`config.mk`:
```
export PLATFORM = sky130hd
export DESIGN_NAME = led_period_mon_flat
export DESIGN_NICKNAME = d
export VERILOG_FILES = /design/src/rtl/led_period_mon_if.sv /design/src/rtl/led_period_mon.sv /design/src/flat_wrapper.sv
export SDC_FILE = /design/constraint.sdc
export NUM_CORES = 1
export LEC_CHECK = 0
export ABC_AREA = 1
export CAP_MARGIN = 20
export CORE_ASPECT_RATIO = 0.9
export CORE_UTILIZATION = 30
export CTS_CLUSTER_DIAMETER = 50
export DETAILED_ROUTE_END_ITERATION = 8
export PLACE_DENSITY = 0.51
export SYNTH_ARGS = -nofsm -noshare
export SYNTH_HDL_FRONTEND = slang
export SYNTH_SLANG_ARGS = --single-unit
```
`constraint.sdc`:
```
create_clock -name clk100 -period 10.6 [get_ports clk100]
set_input_delay 2.12 -clock clk100 [delete_from_list [all_inputs] [get_ports clk100]]
set_output_delay 2.12 -clock clk100 [all_outputs]
set_load 0.1 [all_outputs]
```
`src/rtl/led_period_mon_if.sv`:
```
// Bundles the LED input, the synchronous clear and the measurement results of led_period_mon.
// Latency: none; this is a wiring bundle only.
// Backpressure: none; the results are level outputs plus a one-cycle valid_o pulse.
// Ports: led_i, clr_i          - waveform under test and synchronous clear (master -> slave)
//        period_o, div_o       - last edge-to-edge interval and its floor(log2) (slave -> master)
//        valid_o, lock_o       - update pulse and lock indicator (slave -> master)
//        stall_o               - no edge seen for TIMEOUT cycles (slave -> master)
interface led_period_mon_if #(
    parameter int CNT_W = 32
);
    logic             led_i;
    logic             clr_i;
    logic [CNT_W-1:0] period_o;
    logic [4:0]       div_o;
    logic             valid_o;
    logic             lock_o;
    logic             stall_o;

    // master: whoever drives the LED and reads the results (bench, checker logic)
    modport master (
        output led_i, clr_i,
        input  period_o, div_o, valid_o, lock_o, stall_o
    );

    // slave: the period monitor itself
    modport slave (
        input  led_i, clr_i,
        output period_o, div_o, valid_o, lock_o, stall_o
    );
endinterface

```
`src/rtl/led_period_mon.sv`:
```
// Measures the edge-to-edge interval of a square-wave LED signal in clk100 cycles; reports period, log2 divider, lock and stall.
// Latency: valid_o 2 cycles after the closing led_i transition (4 with LED_PERIOD_MON_SYNC_EN defined).
// Backpressure: none; results are registered levels and valid_o is a single-cycle pulse with no ready.
// Optional macro LED_PERIOD_MON_SYNC_EN: adds a 2-flop synchronizer so led_i may come straight from a pin.
// Ports: clk100, rstn (async active-low) as scalars; led_i/clr_i/period_o/div_o/valid_o/lock_o/stall_o via mon (slave).
module led_period_mon #(
    parameter int          CNT_W     = 32,
    parameter int unsigned TIMEOUT   = 2**28,
    parameter int          LOCK_CNT  = 4,
    parameter int          TOL_SHIFT = 4
) (
    input  logic            clk100,
    input  logic            rstn,
    led_period_mon_if.slave mon
);

    localparam logic [CNT_W-1:0] TIMEOUT_C = CNT_W'(TIMEOUT);
    localparam logic [3:0]       LOCK_C    = 4'(LOCK_CNT);

    typedef enum logic {WAIT_EDGE = 1'b0, MEASURE = 1'b1} state_t;

    // ---------------- input conditioning and edge detect ----------------
    logic led_pre;

`ifdef LED_PERIOD_MON_SYNC_EN
    (* ASYNC_REG = "TRUE" *) logic [1:0] led_sync;
    always_ff @(posedge clk100 or negedge rstn) begin
        if (!rstn) led_sync <= 2'b00;
        else       led_sync <= {led_sync[0], mon.led_i};
    end
    assign led_pre = led_sync[1];
`else
    assign led_pre = mon.led_i;
`endif

    logic led_s, led_s_d;
    always_ff @(posedge clk100 or negedge rstn) begin
        if (!rstn) begin
            led_s   <= 1'b0;
            led_s_d <= 1'b0;
        end else begin
            led_s   <= led_pre;
            led_s_d <= led_s;
        end
    end

    logic edge_det;
    assign edge_det = led_s ^ led_s_d;

    // ---------------- state and measurement registers ----------------
    state_t           state_q,   state_nxt;
    logic [CNT_W-1:0] cnt_q,     cnt_nxt;
    logic [CNT_W-1:0] period_q,  period_nxt;
    logic [4:0]       div_q,     div_nxt;
    logic             valid_q,   valid_nxt;
    logic             lock_q,    lock_nxt;
    logic             stall_q,   stall_nxt;
    logic [3:0]       match_q,   match_nxt;
    // period_q only counts as a reference once a measurement has been taken since the last WAIT_EDGE
    logic             have_prev_q, have_prev_nxt;

    function automatic logic [4:0] msb_index(input logic [CNT_W-1:0] v);
        logic [4:0] idx;
        idx = '0;
        for (int i = 0; i < CNT_W; i++) begin
            if (v[i]) idx = 5'(i);
        end
        return idx;
    endfunction

    // Tolerance check against the previous period; one extra bit keeps the subtraction unsigned-safe.
    logic [CNT_W:0] cnt_ext, per_ext, diff, tol;
    logic           is_match;
    logic [3:0]     match_inc;
    always_comb begin
        cnt_ext   = {1'b0, cnt_q};
        per_ext   = {1'b0, period_q};
        diff      = (cnt_ext >= per_ext) ? (cnt_ext - per_ext) : (per_ext - cnt_ext);
        tol       = {1'b0, period_q >> TOL_SHIFT};
        is_match  = have_prev_q && (diff <= tol);
        match_inc = (match_q >= LOCK_C) ? LOCK_C : (match_q + 4'd1);
    end

    always_comb begin
        state_nxt     = state_q;
        cnt_nxt       = cnt_q;
        period_nxt    = period_q;
        div_nxt       = div_q;
        valid_nxt     = 1'b0;
        lock_nxt      = lock_q;
        stall_nxt     = stall_q;
        match_nxt     = match_q;
        have_prev_nxt = have_prev_q;

        if (mon.clr_i) begin
            state_nxt     = WAIT_EDGE;
            cnt_nxt       = '0;
            period_nxt    = '0;
            div_nxt       = '0;
            lock_nxt      = 1'b0;
            stall_nxt     = 1'b0;
            match_nxt     = '0;
            have_prev_nxt = 1'b0;
        end else begin
            case (state_q)
                WAIT_EDGE: begin
                    cnt_nxt = '0;
                    // First edge only (re)starts timing; it clears a pending stall but yields no result.
                    if (edge_det) begin
                        cnt_nxt       = CNT_W'(1);
                        stall_nxt     = 1'b0;
                        have_prev_nxt = 1'b0;
                        state_nxt     = MEASURE;
                    end
                end
                MEASURE: begin
                    // Edge is tested before timeout so an interval of exactly TIMEOUT is still measured.
                    if (edge_det) begin
                        period_nxt    = cnt_q;
                        div_nxt       = msb_index(cnt_q);
                        valid_nxt     = 1'b1;
                        cnt_nxt       = CNT_W'(1);
                        have_prev_nxt = 1'b1;
                        if (is_match) begin
                            match_nxt = match_inc;
                            lock_nxt  = (match_inc == LOCK_C);
                        end else begin
                            match_nxt = '0;
                            lock_nxt  = 1'b0;
                        end
                    end else if (cnt_q == TIMEOUT_C) begin
                        stall_nxt     = 1'b1;
                        lock_nxt      = 1'b0;
                        match_nxt     = '0;
                        cnt_nxt       = '0;
                        have_prev_nxt = 1'b0;
                        state_nxt     = WAIT_EDGE;
                    end else if (cnt_q != '1) begin
                        cnt_nxt = cnt_q + CNT_W'(1);
                    end
                end
                default: state_nxt = WAIT_EDGE;
            endcase
        end
    end

    always_ff @(posedge clk100 or negedge rstn) begin
        if (!rstn) begin
            state_q     <= WAIT_EDGE;
            cnt_q       <= '0;
            period_q    <= '0;
            div_q       <= '0;
            valid_q     <= 1'b0;
            lock_q      <= 1'b0;
            stall_q     <= 1'b0;
            match_q     <= '0;
            have_prev_q <= 1'b0;
        end else begin
            state_q     <= state_nxt;
            cnt_q       <= cnt_nxt;
            period_q    <= period_nxt;
            div_q       <= div_nxt;
            valid_q     <= valid_nxt;
            lock_q      <= lock_nxt;
            stall_q     <= stall_nxt;
            match_q     <= match_nxt;
            have_prev_q <= have_prev_nxt;
        end
    end

    assign mon.period_o = period_q;
    assign mon.div_o    = div_q;
    assign mon.valid_o  = valid_q;
    assign mon.lock_o   = lock_q;
    assign mon.stall_o  = stall_q;

endmodule

```
`src/flat_wrapper.sv`:
```
// flat-port wrapper written by rule: the top's interface ports become plain ports
module led_period_mon_flat 
#(
    parameter int          CNT_W     = 32,
    parameter int unsigned TIMEOUT   = 2**28,
    parameter int          LOCK_CNT  = 4,
    parameter int          TOL_SHIFT = 4
)
  (clk100, rstn, mon_led_i, mon_clr_i, mon_period_o, mon_div_o, mon_valid_o, mon_lock_o, mon_stall_o);
  led_period_mon_if #(.CNT_W(CNT_W)) mon_i ();
  input  logic clk100;
  input  logic rstn;
  input wire logic [$bits(mon_i.led_i)-1:0] mon_led_i;
  input wire logic [$bits(mon_i.clr_i)-1:0] mon_clr_i;
  output wire logic [$bits(mon_i.period_o)-1:0] mon_period_o;
  output wire logic [$bits(mon_i.div_o)-1:0] mon_div_o;
  output wire logic [$bits(mon_i.valid_o)-1:0] mon_valid_o;
  output wire logic [$bits(mon_i.lock_o)-1:0] mon_lock_o;
  output wire logic [$bits(mon_i.stall_o)-1:0] mon_stall_o;
  assign mon_i.led_i = mon_led_i;
  assign mon_i.clr_i = mon_clr_i;
  assign mon_period_o = mon_i.period_o;
  assign mon_div_o = mon_i.div_o;
  assign mon_valid_o = mon_i.valid_o;
  assign mon_lock_o = mon_i.lock_o;
  assign mon_stall_o = mon_i.stall_o;
  led_period_mon #(.CNT_W(CNT_W), .TIMEOUT(TIMEOUT), .LOCK_CNT(LOCK_CNT), .TOL_SHIFT(TOL_SHIFT)) u_core (.clk100(clk100), .rstn(rstn), .mon(mon_i));
endmodule
```
==> run summary, run 1 <==
YOSYS
------------------------------------------------------------------------------------------
Synthesized Nets                                                                      1223
Netlist area before placement                                                     7820 um2
Share of the synthesized area in compound gates (AO/OA/AOI/OAI)                     22.38%
Leading register cell type out of synthesis                                        dfrtp_1
Proportion of synthesized flip-flops having asynchronous set or reset               100.0%
EDFF count, synth                                                                        0
Area share of xor/xnor cells in the synthesized design                              3.136%
Syn Inst Count                                                                        1122
Area fraction in and, or, nand and nor cells after synthesis                        23.36%
Yosys warns                                                                              0
Main combinational cell family by area after synthesis                        simple AND/OR/NAND/NOR gates
Sequential element share of the synthesized area                                    25.60%
Post-synthesis register bit count                                                       80
Syn avg cell area                                                                6.970 um2
Count of distinct cell types in the synthesized netlist                                 54
Fraction of synthesized area in multiplexers                                       0.2560%
Adder and majority cell fraction of the synthesized area                            15.71%

TIMING
------------------------------------------------------------------------------------------
Least-Margin Pin Slew                                                             1.029 ns
RSZ-0062 raised after global routing                                                 false
Summed negative setup slack over all endpoints                                        0 ns
Clock Skew                                                                     0.005264 ns
Final max-slew violation count                                                           0
Final clock period utilization by the worst path                                    48.74%
Worst slack on hold paths                                                        0.4096 ns
Final hold violations                                                                    0
Achievable Freq                                                                  193.5 MHz
Min cycle time layout                                                             5.167 ns
Worst rel slew slack                                                                31.20%
Final setup violation count                                                              0

LAYOUT
------------------------------------------------------------------------------------------
Final layout net count                                                                1267
Fraction of layout instances using a drive strength above 1                         5.726%
Final instance count without filler cells                                             1512
Area Overhead vs Synth                                                              15.55%
Number of diodes added for antenna fixing                                                0
Final std cell area, no fill                                                      9036 um2

CLOCK TREE
------------------------------------------------------------------------------------------
Clock latency on the worst-skew pair                                               0.35 ns
Clock edge transition at the registers on the reported setup and hold paths        0.06 ns
Maximum clock insertion buffer count                                                     2
Number of clock buffers inserted by TritonCTS                                            9
H-tree Lvls                                                                              3
Post-CTS sizing                                                                          0
Root cell of the clock tree                                                      clkbuf_16
Hold buffer count at cts                                                                 0
Clock tree from TritonCTS                                                              yes
Number of sinks on the clock net                                                        80
Setup fix buffers added after clock tree synthesis                                       0

FLOORPLANNING
------------------------------------------------------------------------------------------
Height of the die                                                                 155.2 um
Horizontal extent of the die                                                      172.2 um
Row Count                                                                               55
Top Ports                                                                               44
Placeable core area                                                              25390 um2
Die area                                                                         26720 um2
Starting density of the core                                                        30.80%

CRITICAL PATH
------------------------------------------------------------------------------------------
Critical setup path kind                                                      flip-flop to flip-flop
Worst path arrival time                                                            5.45 ns
Worst setup EP type                                                              flip-flop
Startpoint type of the worst setup path                                          flip-flop
Required time reported for the critical path endpoint                             10.89 ns
Highest net fanout along the worst path                                                 36

PLACEMENT
------------------------------------------------------------------------------------------
Weighted congestion at the end of routability-driven global placement               0.9291
# port buffers                                                                          43
Placed wire-length estimate after detailed placement                              21.63 mm
Cell area after placement                                                         8641 um2
Post-placement cell count                                                             1496

DETAILED ROUTING
------------------------------------------------------------------------------------------
Highest routing layer actually used                                                   met4
Final ANT Viol Nets                                                                      0
Detail-routed via count per cell                                                     5.171
Average wire length per cell after detail routing                                 17.54 um
Drt first pass iters                                                                     5
Wl on met1                                                                        13.13 mm
Detailed-route DRC error count                                                           0
Routed length on met2                                                             11.46 mm
Met3 wire length                                                                  1.502 mm
Final wirelength                                                                  26.53 mm
Via count                                                                             7819
First DRT Iteration DRCs                                                               496

GRT
------------------------------------------------------------------------------------------
Pin count of the biggest net entering global routing                                    81
Wire length of the first global-routing pass                                      42.51 mm
Overflow left after global routing                                                       0
Number of antenna violations at the first check in global routing                        0
Total routing usage reported by global routing                                      20.77%
Number of global-route vias before repair                                             7711

STATUS
------------------------------------------------------------------------------------------
Outcome                                                                       complete, no violations

PWR
------------------------------------------------------------------------------------------
Power per cell area                                                           98.50 nW/um2
Maximum vdd drop                                                                0.07876 mV
Leak Pwr                                                                          4.674 nW

RUN
------------------------------------------------------------------------------------------
Reported max-cap violation count                                                         0

WORST HOLD PATH
------------------------------------------------------------------------------------------
Type of the tightest min-delay check                                          flip-flop to flip-flop

## synthesized netlist by cell type, types with 3 or more instances
cell type,number,area [um2]
xnor2_1,17,148.9
ha_1,95,1189
nand3_1,27,135.1
o21bai_1,3,22.52
nand3_2,5,50.05
o22ai_1,32,200.2
dfrtp_1,80,2002
nor3_2,5,50.05
o2111ai_1,3,26.28
xor2_1,11,96.34
nor3_1,28,140.1
nand2_2,7,43.79
a31oi_1,7,43.79
o21ai_0,78,390.4
a21o_1,9,67.56
inv_2,7,26.28
clkbuf_1,9,33.78
a21oi_1,127,635.6
o21a_1,13,97.59
a211oi_1,7,52.55
nor2_1,93,349.1
o21ai_1,13,65.06
nand2_1,207,777.0
nor2_2,11,68.82
nor4_1,6,37.54
inv_1,170,638.1
nand4_1,11,68.82
buf_2,4,20.02
clkinv_1,4,15.01
## metrics by stage
step	setup WS (ns)	utilization, %	power, mW
6_report	5.433	35.59	0.8901
5_1_grt	4.889	35.59	0.9334
2_1_floorplan	5.812	-	0.4434
3_5_place_dp	5.527	34.03	0.5000
3_3_place_gp	5.505	34.03	0.5012
4_1_cts	5.501	35.48	0.8994
## logic make-up (layout without fill, tap and decap cells)
kind of cell | after synthesis | in the layout
multiplexers | 2 | 2
AND/OR/NAND/NOR | 410 | 410
adder cells (fa/ha/maj) | 97 | 97
buffers and inverters | 196 | 244
flip-flops | 80 | 80
AO/OA/AOI/OAI | 309 | 309
XOR/XNOR | 28 | 28
## cell type report
| cell class | instances | area, um2 |
|---|---|---|
| clock buffer | 10 | 239.0 |
| clock inverter | 5 | 128.9 |
| fill | 2752 | 16360 |
| inverter | 182 | 685.7 |
| multi-input combinational | 846 | 5075 |
| sequential | 80 | 2002 |
| tap | 342 | 427.9 |
| timing repair buffer | 47 | 478.0 |
## report_power, final
| part | total, mW | switching, mW | leakage [nW] | internal, mW |
|---|---|---|---|---|
| clock | 0.393 | 0.133 | 0.179 | 0.260 |
| sequential | 0.311 | 0.00252 | 1.11 | 0.308 |
| combinational | 0.187 | 0.123 | 3.39 | 0.0636 |
| total | 0.890 | 0.259 | 4.67 | 0.631 |
## registers in the layout (all words and copies together) (netlist names)
register,flops
u_core.mon.div_o,5
u_core.cnt_q,32
u_core.mon.period_o,32
u_core.led_s_d,1
u_core.mon.stall_o,1
u_core.state_q,1
u_core.have_prev_q,1
u_core.led_s,1
u_core.mon.lock_o,1
u_core.mon.valid_o,1
u_core.match_q,4
## routing by layer
metal / vias to the layer above / GRT usage (%)
met5: - / 0
met4: 0 / 5.478
met3: 27 / 3.307
met2: 210 / 31.91
met1: 3724 / 29.90
li1: 3858 / -
## worst max-delay path: stages, from the launching register on
cell	delay (ns)
dfrtp_1	0.39
inv_1	0.10
ha_1	0.38
a21oi_1	0.24
inv_1	0.09
a21oi_1	0.23
nand2_1	0.10
a21oi_1	0.20
nand2_1	0.11
nand3_2	0.10
nand2_4	0.24
o21ai_0	0.51
nand3_1	0.17
nand2_1	0.17
a32o_1	0.25
xnor2_1	0.14
inv_1	0.06
ha_1	0.29
nand2_1	0.06
inv_1	0.14
nand3_1	0.15
nor3_1	0.24
nand4_1	0.17
nand2_1	0.11
nand2_1	0.06
nor2_2	0.19
nand2_1	0.11
o21ai_2	0.11
## worst paths after layout
check / start / end / slack, ns / cells past startpoint
max: u_core.mon.period_o[8] / u_core.mon.lock_o / 5.43 / 27
min: u_core.led_s / u_core.led_s_d / 0.41 / 0
max reg2reg: u_core.mon.period_o[8] / u_core.mon.lock_o / 5.43 / 27
min reg2reg: u_core.led_s / u_core.led_s_d / 0.41 / 0
max in group asynchronous: rstn / u_core.mon.period_o[9] / 8.27 / 2
min in group asynchronous: rstn / u_core.mon.div_o[0] / 1.70 / 1
## layout by cell type, fill, tap and decap left out, types with 3 or more instances in the layout
cell,synthesis,final
dfrtp_1,80,80
o22ai_1,32,32
nand2_1,207,207
xnor2_1,17,17
buf_4,1,4
nor3_2,5,5
nor2_1,93,93
a31oi_1,7,7
ha_1,95,95
bufinv_16,0,4
inv_1,170,170
nand3_1,27,27
a21o_1,9,9
clkdlybuf4s50_1,0,42
nand2_2,7,7
inv_2,7,7
o21ai_1,13,12
a211oi_1,7,7
nor2_2,11,11
o21a_1,13,13
a21oi_1,127,127
o2111ai_1,3,3
clkinv_1,4,4
nand3_2,5,5
o21bai_1,3,3
nor3_1,28,28
xor2_1,11,11
nor4_1,6,6
o21ai_0,78,78
clkbuf_16,0,9
nand4_1,11,11
(Power assumes the default switching activity.)
==> inputs of run 2 (changes only) <==
- clock period: 10.6 -> 5.05 ns (I/O delays scaled with it)
==> run summary, run 2 (same netlist as run 1, synthesis figures left out) <==
STATUS
------------------------------------------------------------------------------------------
Outcome                                                                       complete, no violations

DETAILED ROUTING
------------------------------------------------------------------------------------------
First DRT Iteration DRCs                                                               698   +41%
Final wirelength                                                                  26.89 mm   +1.4%
Via count                                                                             7883   +0.82%
Final ANT Viol Nets                                                                      0   unchanged
Average wire length per cell after detail routing                                 17.55 um   about the same
Detailed-route DRC error count                                                           0   unchanged
Drt first pass iters                                                                     5   unchanged
Detail-routed via count per cell                                                     5.146   -0.50%

GRT
------------------------------------------------------------------------------------------
M1 GR Usage                                                                         30.95%   +1.0 points
Number of global-route vias before repair                                             7743   +0.41%
Top Usage Layer GRT                                                                   met2
Met3 Resource Use GR                                                                3.561%   +0.25 points
Overflow left after global routing                                                       0   unchanged
Wire length of the first global-routing pass                                      42.89 mm   +0.89%
Number of antenna violations at the first check in global routing                        0   unchanged
Total routing usage reported by global routing                                      20.99%   +0.22 points
Pin count of the biggest net entering global routing                                    46   -43%
Met2 track utilization from global routing                                          31.18%   -0.73 points

TIMING
------------------------------------------------------------------------------------------
Least-Margin Pin Slew                                                             1.033 ns   +0.004472 ns
Final clock period utilization by the worst path                                    92.26%   +44 points
Final hold violations                                                                    0   unchanged
Summed negative setup slack over all endpoints                                        0 ns   unchanged
Min cycle time layout                                                             4.659 ns   -0.5077 ns
Final max-slew violation count                                                           0   unchanged
Achievable Freq                                                                  214.6 MHz   +11%
Clock Skew                                                                      0.01233 ns   +0.007061 ns
Worst rel slew slack                                                                30.90%   -0.30 points
Final setup violation count                                                              0   unchanged

CLOCK TREE
------------------------------------------------------------------------------------------
Hold buffer count at cts                                                                 0   unchanged
Clock latency on the worst-skew pair                                               0.36 ns   about the same
Clock tree from TritonCTS                                                              yes
H-tree Lvls                                                                              3   unchanged
Root cell of the clock tree                                                      clkbuf_16
Number of clock buffers inserted by TritonCTS                                            9   unchanged
Clock edge transition at the registers on the reported setup and hold paths        0.07 ns   about the same
Number of sinks on the clock net                                                        80   unchanged
Maximum clock insertion buffer count                                                     2   unchanged

WORST HOLD PATH
------------------------------------------------------------------------------------------
Startpoint of the lowest-slack hold path                                      u_core.led_s
End point of the worst hold path                                              u_core.led_s_d
Type of the tightest min-delay check                                          flip-flop to flip-flop
Hold Path Cell Cnt                                                                       0   unchanged

PWR
------------------------------------------------------------------------------------------
Leak Pwr                                                                          4.745 nW   +1.5%
Final total power                                                                 1.803 mW   +100%
Maximum vdd drop                                                                 0.2072 mV   +160%
Power per cell area                                                           196.5 nW/um2   +99%

CRITICAL PATH
------------------------------------------------------------------------------------------
RR Endpoint                                                                   u_core.match_q[2]
Number of cells traversed by the worst register-to-register path                        28   +3.7%
Family with the most delay on the worst path                                  simple AND/OR/NAND/NOR gates
Reg-to-reg critical path startpoint                                           u_core.cnt_q[13]
Startpoint type of the worst setup path                                          flip-flop
Worst setup EP type                                                              flip-flop
Most frequent CP cell                                                              nand2_1
Buffers and inverters on the worst path                                                  4   unchanged
Stage delay of the slowest cell on the critical path                               0.47 ns   -0.04 ns
Slowest stage cell on the critical path                                            dfrtp_1
Setup slack, reg-to-reg                                                            0.39 ns   -5.04 ns
Highest net fanout along the worst path                                                 14   -61%
Worst path arrival time                                                            4.91 ns   -0.54 ns
Required time reported for the critical path endpoint                              5.30 ns   -5.59 ns
Critical setup path kind                                                      flip-flop to flip-flop

RUN
------------------------------------------------------------------------------------------
Reported max-cap violation count                                                         0   unchanged

LAYOUT
------------------------------------------------------------------------------------------
Number of diodes added for antenna fixing                                                0   unchanged
Most frequent standard cell in the layout excluding fill and tap cells             nand2_1
Commonest cells after routing, fill and taps aside                            206 x nand2_1, 170 x inv_1, 124 x a21oi_1
Final layout net count                                                                1286   +1.5%
Final instance count without filler cells                                             1532   +1.3%
Area taken by flip-flops and latches                                              2002 um2   unchanged
Count of filler cells inserted in the layout                                          2743   -0.33%
Fraction of layout instances using a drive strength above 1                         7.815%   +2.1 points
Multi-input logic area                                                            5136 um2   +1.2%
Area Overhead vs Synth                                                              17.33%

FLOORPLANNING
------------------------------------------------------------------------------------------
Row Count                                                                               55   unchanged
Top Ports                                                                               44   unchanged
Starting density of the core                                                        30.80%   unchanged
Horizontal extent of the die                                                      172.2 um   unchanged
Die area                                                                         26720 um2   unchanged
Height of the die                                                                 155.2 um   unchanged
Placeable core area                                                              25390 um2   unchanged

PLACEMENT
------------------------------------------------------------------------------------------
# port buffers                                                                          43   unchanged
Post-placement cell count                                                             1514   +1.2%
Placed wire-length estimate after detailed placement                              22.07 mm   +2.0%
Weighted congestion at the end of routability-driven global placement               0.9185   -1.1%

## run 2: area by class of cell
class,count,share of cell area [%]
Multi-Input combinational cell,847,55.98
Inverter,182,7.500
Timing Repair Buffer,65,6.464
Clock inverter,7,1.118
Tap cell,342,4.664
Sequential cell,80,21.82
Clock buffer,9,2.455
## run 2: worst max-delay path by stage
stage                            startpoint           endpoint  slack [ns]  cells past startpoint
floorplan           u_core.mon.period_o[19]  u_core.mon.lock_o        0.26                     32
global placement    u_core.mon.period_o[14]  u_core.mon.lock_o        0.07                     32
detailed placement  u_core.mon.period_o[14]  u_core.mon.lock_o        0.09                     32
CTS                 u_core.mon.period_o[16]  u_core.mon.lock_o        0.06                     32
global route                u_core.cnt_q[6]  u_core.match_q[1]      -0.009                     28
finish                     u_core.cnt_q[13]  u_core.match_q[2]        0.39                     28
## run 2: worst register-to-register path, delay by kind of cell, from the launching register on
kind	cells	cell delay, ns
AND/OR/NAND/NOR	17	2.18
adder cells (fa/ha/maj)	2	0.74
AO/OA/AOI/OAI	4	0.66
flip-flops	1	0.47
buffers and inverters	4	0.39
XOR/XNOR	1	0.13
## run 2: metrics by stage
step                instance area (um2)  hold slack [ns]  util (%)  setup WS (ns)
global placement                   8776           0.3753     34.56        0.07223
floorplan                          7820           0.3666         -         0.2623
detailed placement                 8776           0.3797     34.56        0.08873
finish                             9175           0.3947     36.13         0.3908
CTS                                9104           0.3986     35.85        0.05572
global route                       9175           0.4072     36.13      -0.008883
## run 2: report_power, final
part / leakage [nW] / switching [mW] / internal [mW]
registers: 1.11 / 0.00543 / 0.646
logic: 3.48 / 0.270 / 0.140
clock network: 0.157 / 0.301 / 0.440
total: 4.75 / 0.576 / 1.23
## run 2: what timing repair did
action,in CTS,in global routing
gates resized for setup,0,13
endpoints found under the hold margin,0,0
setup endpoints to repair,0,4
setup buffers,0,1
## run 2: routing by layer
metal / vias to the layer above / wire (um)
li1: 3911 / -
met1: 3726 / 13570
met2: 216 / 11380
met3: 30 / 1502
met4: 0 / 433
met5: - / 0
==> inputs of run 3 (changes only) <==
- RECOVER_POWER: default -> 50
- SETUP_SLACK_MARGIN: default -> 0.3
- SLEW_MARGIN: default -> 20
==> run summary, run 3 (same netlist as run 1, synthesis figures left out) <==
STATUS
------------------------------------------------------------------------------------------
Outcome                                                                       finished, violations left
Violated checks                                                               capacitance limit, slew limit

CRITICAL PATH
------------------------------------------------------------------------------------------
Highest net fanout along the worst path                                                 14   unchanged
Stage delay of the slowest cell on the critical path                               0.43 ns   -0.04 ns
Worst setup EP type                                                              flip-flop
Startpoint type of the worst setup path                                          flip-flop
Required time reported for the critical path endpoint                              5.33 ns   +0.03 ns
Worst path arrival time                                                            4.74 ns   -0.17 ns
Slowest stage cell on the critical path                                            dfrtp_2
Critical setup path kind                                                      flip-flop to flip-flop
Most frequent CP cell                                                              nand2_1

TIMING
------------------------------------------------------------------------------------------
Final max-slew violation count                                                          56   +56
Final setup violation count                                                              0   unchanged
Worst rel slew slack                                                               -114.1%   -150 points
Final clock period utilization by the worst path                                    88.41%   -3.9 points
Min cycle time layout                                                             4.465 ns   -0.1946 ns
Least-Margin Pin Slew                                                             3.212 ns   +2.178 ns
Final hold violations                                                                    0   unchanged
Clock Skew                                                                     0.008351 ns   -0.003975 ns
RSZ-0062 raised after global routing                                                 false
Achievable Freq                                                                  224.0 MHz   +4.4%
Worst slack on hold paths                                                        0.4094 ns   +0.01468 ns
Summed negative setup slack over all endpoints                                        0 ns   unchanged

LAYOUT
------------------------------------------------------------------------------------------
Final instance count without filler cells                                             1569   +2.4%
Fraction of layout instances using a drive strength above 1                         20.05%   +12 points
Count of filler cells inserted in the layout                                          2673   -2.6%
Final Core Density                                                                  39.49%   +3.4 points
Commonest cells after routing, fill and taps aside                            191 x nand2_1, 152 x inv_1, 113 x a21oi_1
Most frequent standard cell in the layout excluding fill and tap cells             nand2_1
Final layout net count                                                                1323   +2.9%
Area Overhead vs Synth                                                              28.24%
Number of diodes added for antenna fixing                                                0   unchanged

DETAILED ROUTING
------------------------------------------------------------------------------------------
Via count                                                                             8081   +2.5%
Final wirelength                                                                  27.97 mm   +4.0%
Average wire length per cell after detail routing                                 17.83 um   +1.6%
Detail-routed via count per cell                                                     5.150   about the same
Drt first pass iters                                                                     6   +1
Final ANT Viol Nets                                                                      0   unchanged
First DRT Iteration DRCs                                                               602   -14%
Detailed-route DRC error count                                                           0   unchanged

CLOCK TREE
------------------------------------------------------------------------------------------
Maximum clock insertion buffer count                                                     2   unchanged
Clock edge transition at the registers on the reported setup and hold paths        0.06 ns   about the same
H-tree Lvls                                                                              3   unchanged
Number of sinks on the clock net                                                        80   unchanged
Number of clock buffers inserted by TritonCTS                                            9   unchanged
Root cell of the clock tree                                                      clkbuf_16
Clock latency on the worst-skew pair                                               0.35 ns   about the same
Clock tree from TritonCTS                                                              yes

FLOORPLANNING
------------------------------------------------------------------------------------------
Placeable core area                                                              25390 um2   unchanged
Row Count                                                                               55   unchanged
Horizontal extent of the die                                                      172.2 um   unchanged
Height of the die                                                                 155.2 um   unchanged
Top Ports                                                                               44   unchanged
Die area                                                                         26720 um2   unchanged
Starting density of the core                                                        30.80%   unchanged

GRT
------------------------------------------------------------------------------------------
Wire length of the first global-routing pass                                      43.17 mm   +0.66%
Number of global-route vias before repair                                             7804   +0.79%
Total routing usage reported by global routing                                      21.14%   +0.15 points
Overflow left after global routing                                                       0   unchanged
Pin count of the biggest net entering global routing                                    56   +22%
Number of antenna violations at the first check in global routing                        0   unchanged

WORST HOLD PATH
------------------------------------------------------------------------------------------
Type of the tightest min-delay check                                          flip-flop to flip-flop

PWR
------------------------------------------------------------------------------------------
Final total power                                                                 1.817 mW   +0.80%
Power per cell area                                                           181.2 nW/um2   -7.8%
Leak Pwr                                                                          4.963 nW   +4.6%
Maximum vdd drop                                                                 0.1509 mV   -27%

RUN
------------------------------------------------------------------------------------------
Reported max-cap violation count                                                         1   +1

PLACEMENT
------------------------------------------------------------------------------------------
Weighted congestion at the end of routability-driven global placement               0.9238   +0.58%
# port buffers                                                                          43   unchanged
Post-placement cell count                                                             1528   +0.92%
Placed wire-length estimate after detailed placement                              22.40 mm   +1.5%

[run 3: cell type report]
cell class	instances	area [um2]	area share (%)
clock inverter	5	78.83	0.7860
timing repair buffer	102	864.6	8.621
inverter	182	698.2	6.962
sequential	80	2039	20.34
tap	342	427.9	4.267
clock buffer	11	252.7	2.520
multi-input combinational	847	5667	56.51
[run 3: metal layers]
layer  part of all wire [%]  up-vias  wire [um]  GRT usage (%)
li1                       -     3979          -              -
met1                     50     3859      13900          30.77
met2                     43      202      12090          32.07
met3                    5.0       41       1412          3.409
met4                    2.0        0        567          5.520
met5                      0        -          0              0
[run 3: where the power goes]
part	switching (mW)	internal [mW]
combinational	0.278	0.151
clock	0.276	0.459
sequential	0.00555	0.647
total	0.560	1.26
[run 3: path summary, 6_finish.rpt]
| kind | slack (ns) | cells past startpoint | to | from |
|---|---|---|---|---|
| min in group asynchronous | 1.72 | 1 | u_core.mon.div_o[0] | rstn |
| min | 0.41 | 0 | u_core.led_s_d | u_core.led_s |
| min reg2reg | 0.41 | 0 | u_core.led_s_d | u_core.led_s |
| max | 0.59 | 29 | u_core.match_q[0] | u_core.mon.period_o[20] |
| max reg2reg | 0.59 | 29 | u_core.match_q[0] | u_core.mon.period_o[20] |
| max in group asynchronous | 1.19 | 2 | u_core.cnt_q[5] | rstn |
[run 3: critical path: cells and delay by family, from the launching register on]
| family | cells | cell delay, ns |
|---|---|---|
| simple gates | 15 | 1.58 |
| flops | 1 | 0.43 |
| xor+xnor | 1 | 0.23 |
| buf+inv | 4 | 0.52 |
| compound gates | 7 | 1.08 |
| fa+ha+maj | 2 | 0.54 |
[run 3: repair_timing]
| item | CTS | global route |
|---|---|---|
| hold buffers | 0 | 0 |
| gates resized for setup | 6 | 155 |
| setup buffers | 0 | 24 |
| setup endpoints to repair | 4 | 4 |
| pin swaps | 0 | 22 |
| cloned | 0 | 1 |
[run 3: per-stage QoR]
| step | worst slack, ns | instance area, um2 |
|---|---|---|
| after detailed placement | 0.1905 | 8904 |
| final | 0.5854 | 10030 |
| after global routing | 0.2750 | 10030 |
| after CTS | 0.3059 | 9254 |
| after global placement | 0.1976 | 8904 |
| after floorplan | 0.3030 | 7843 |
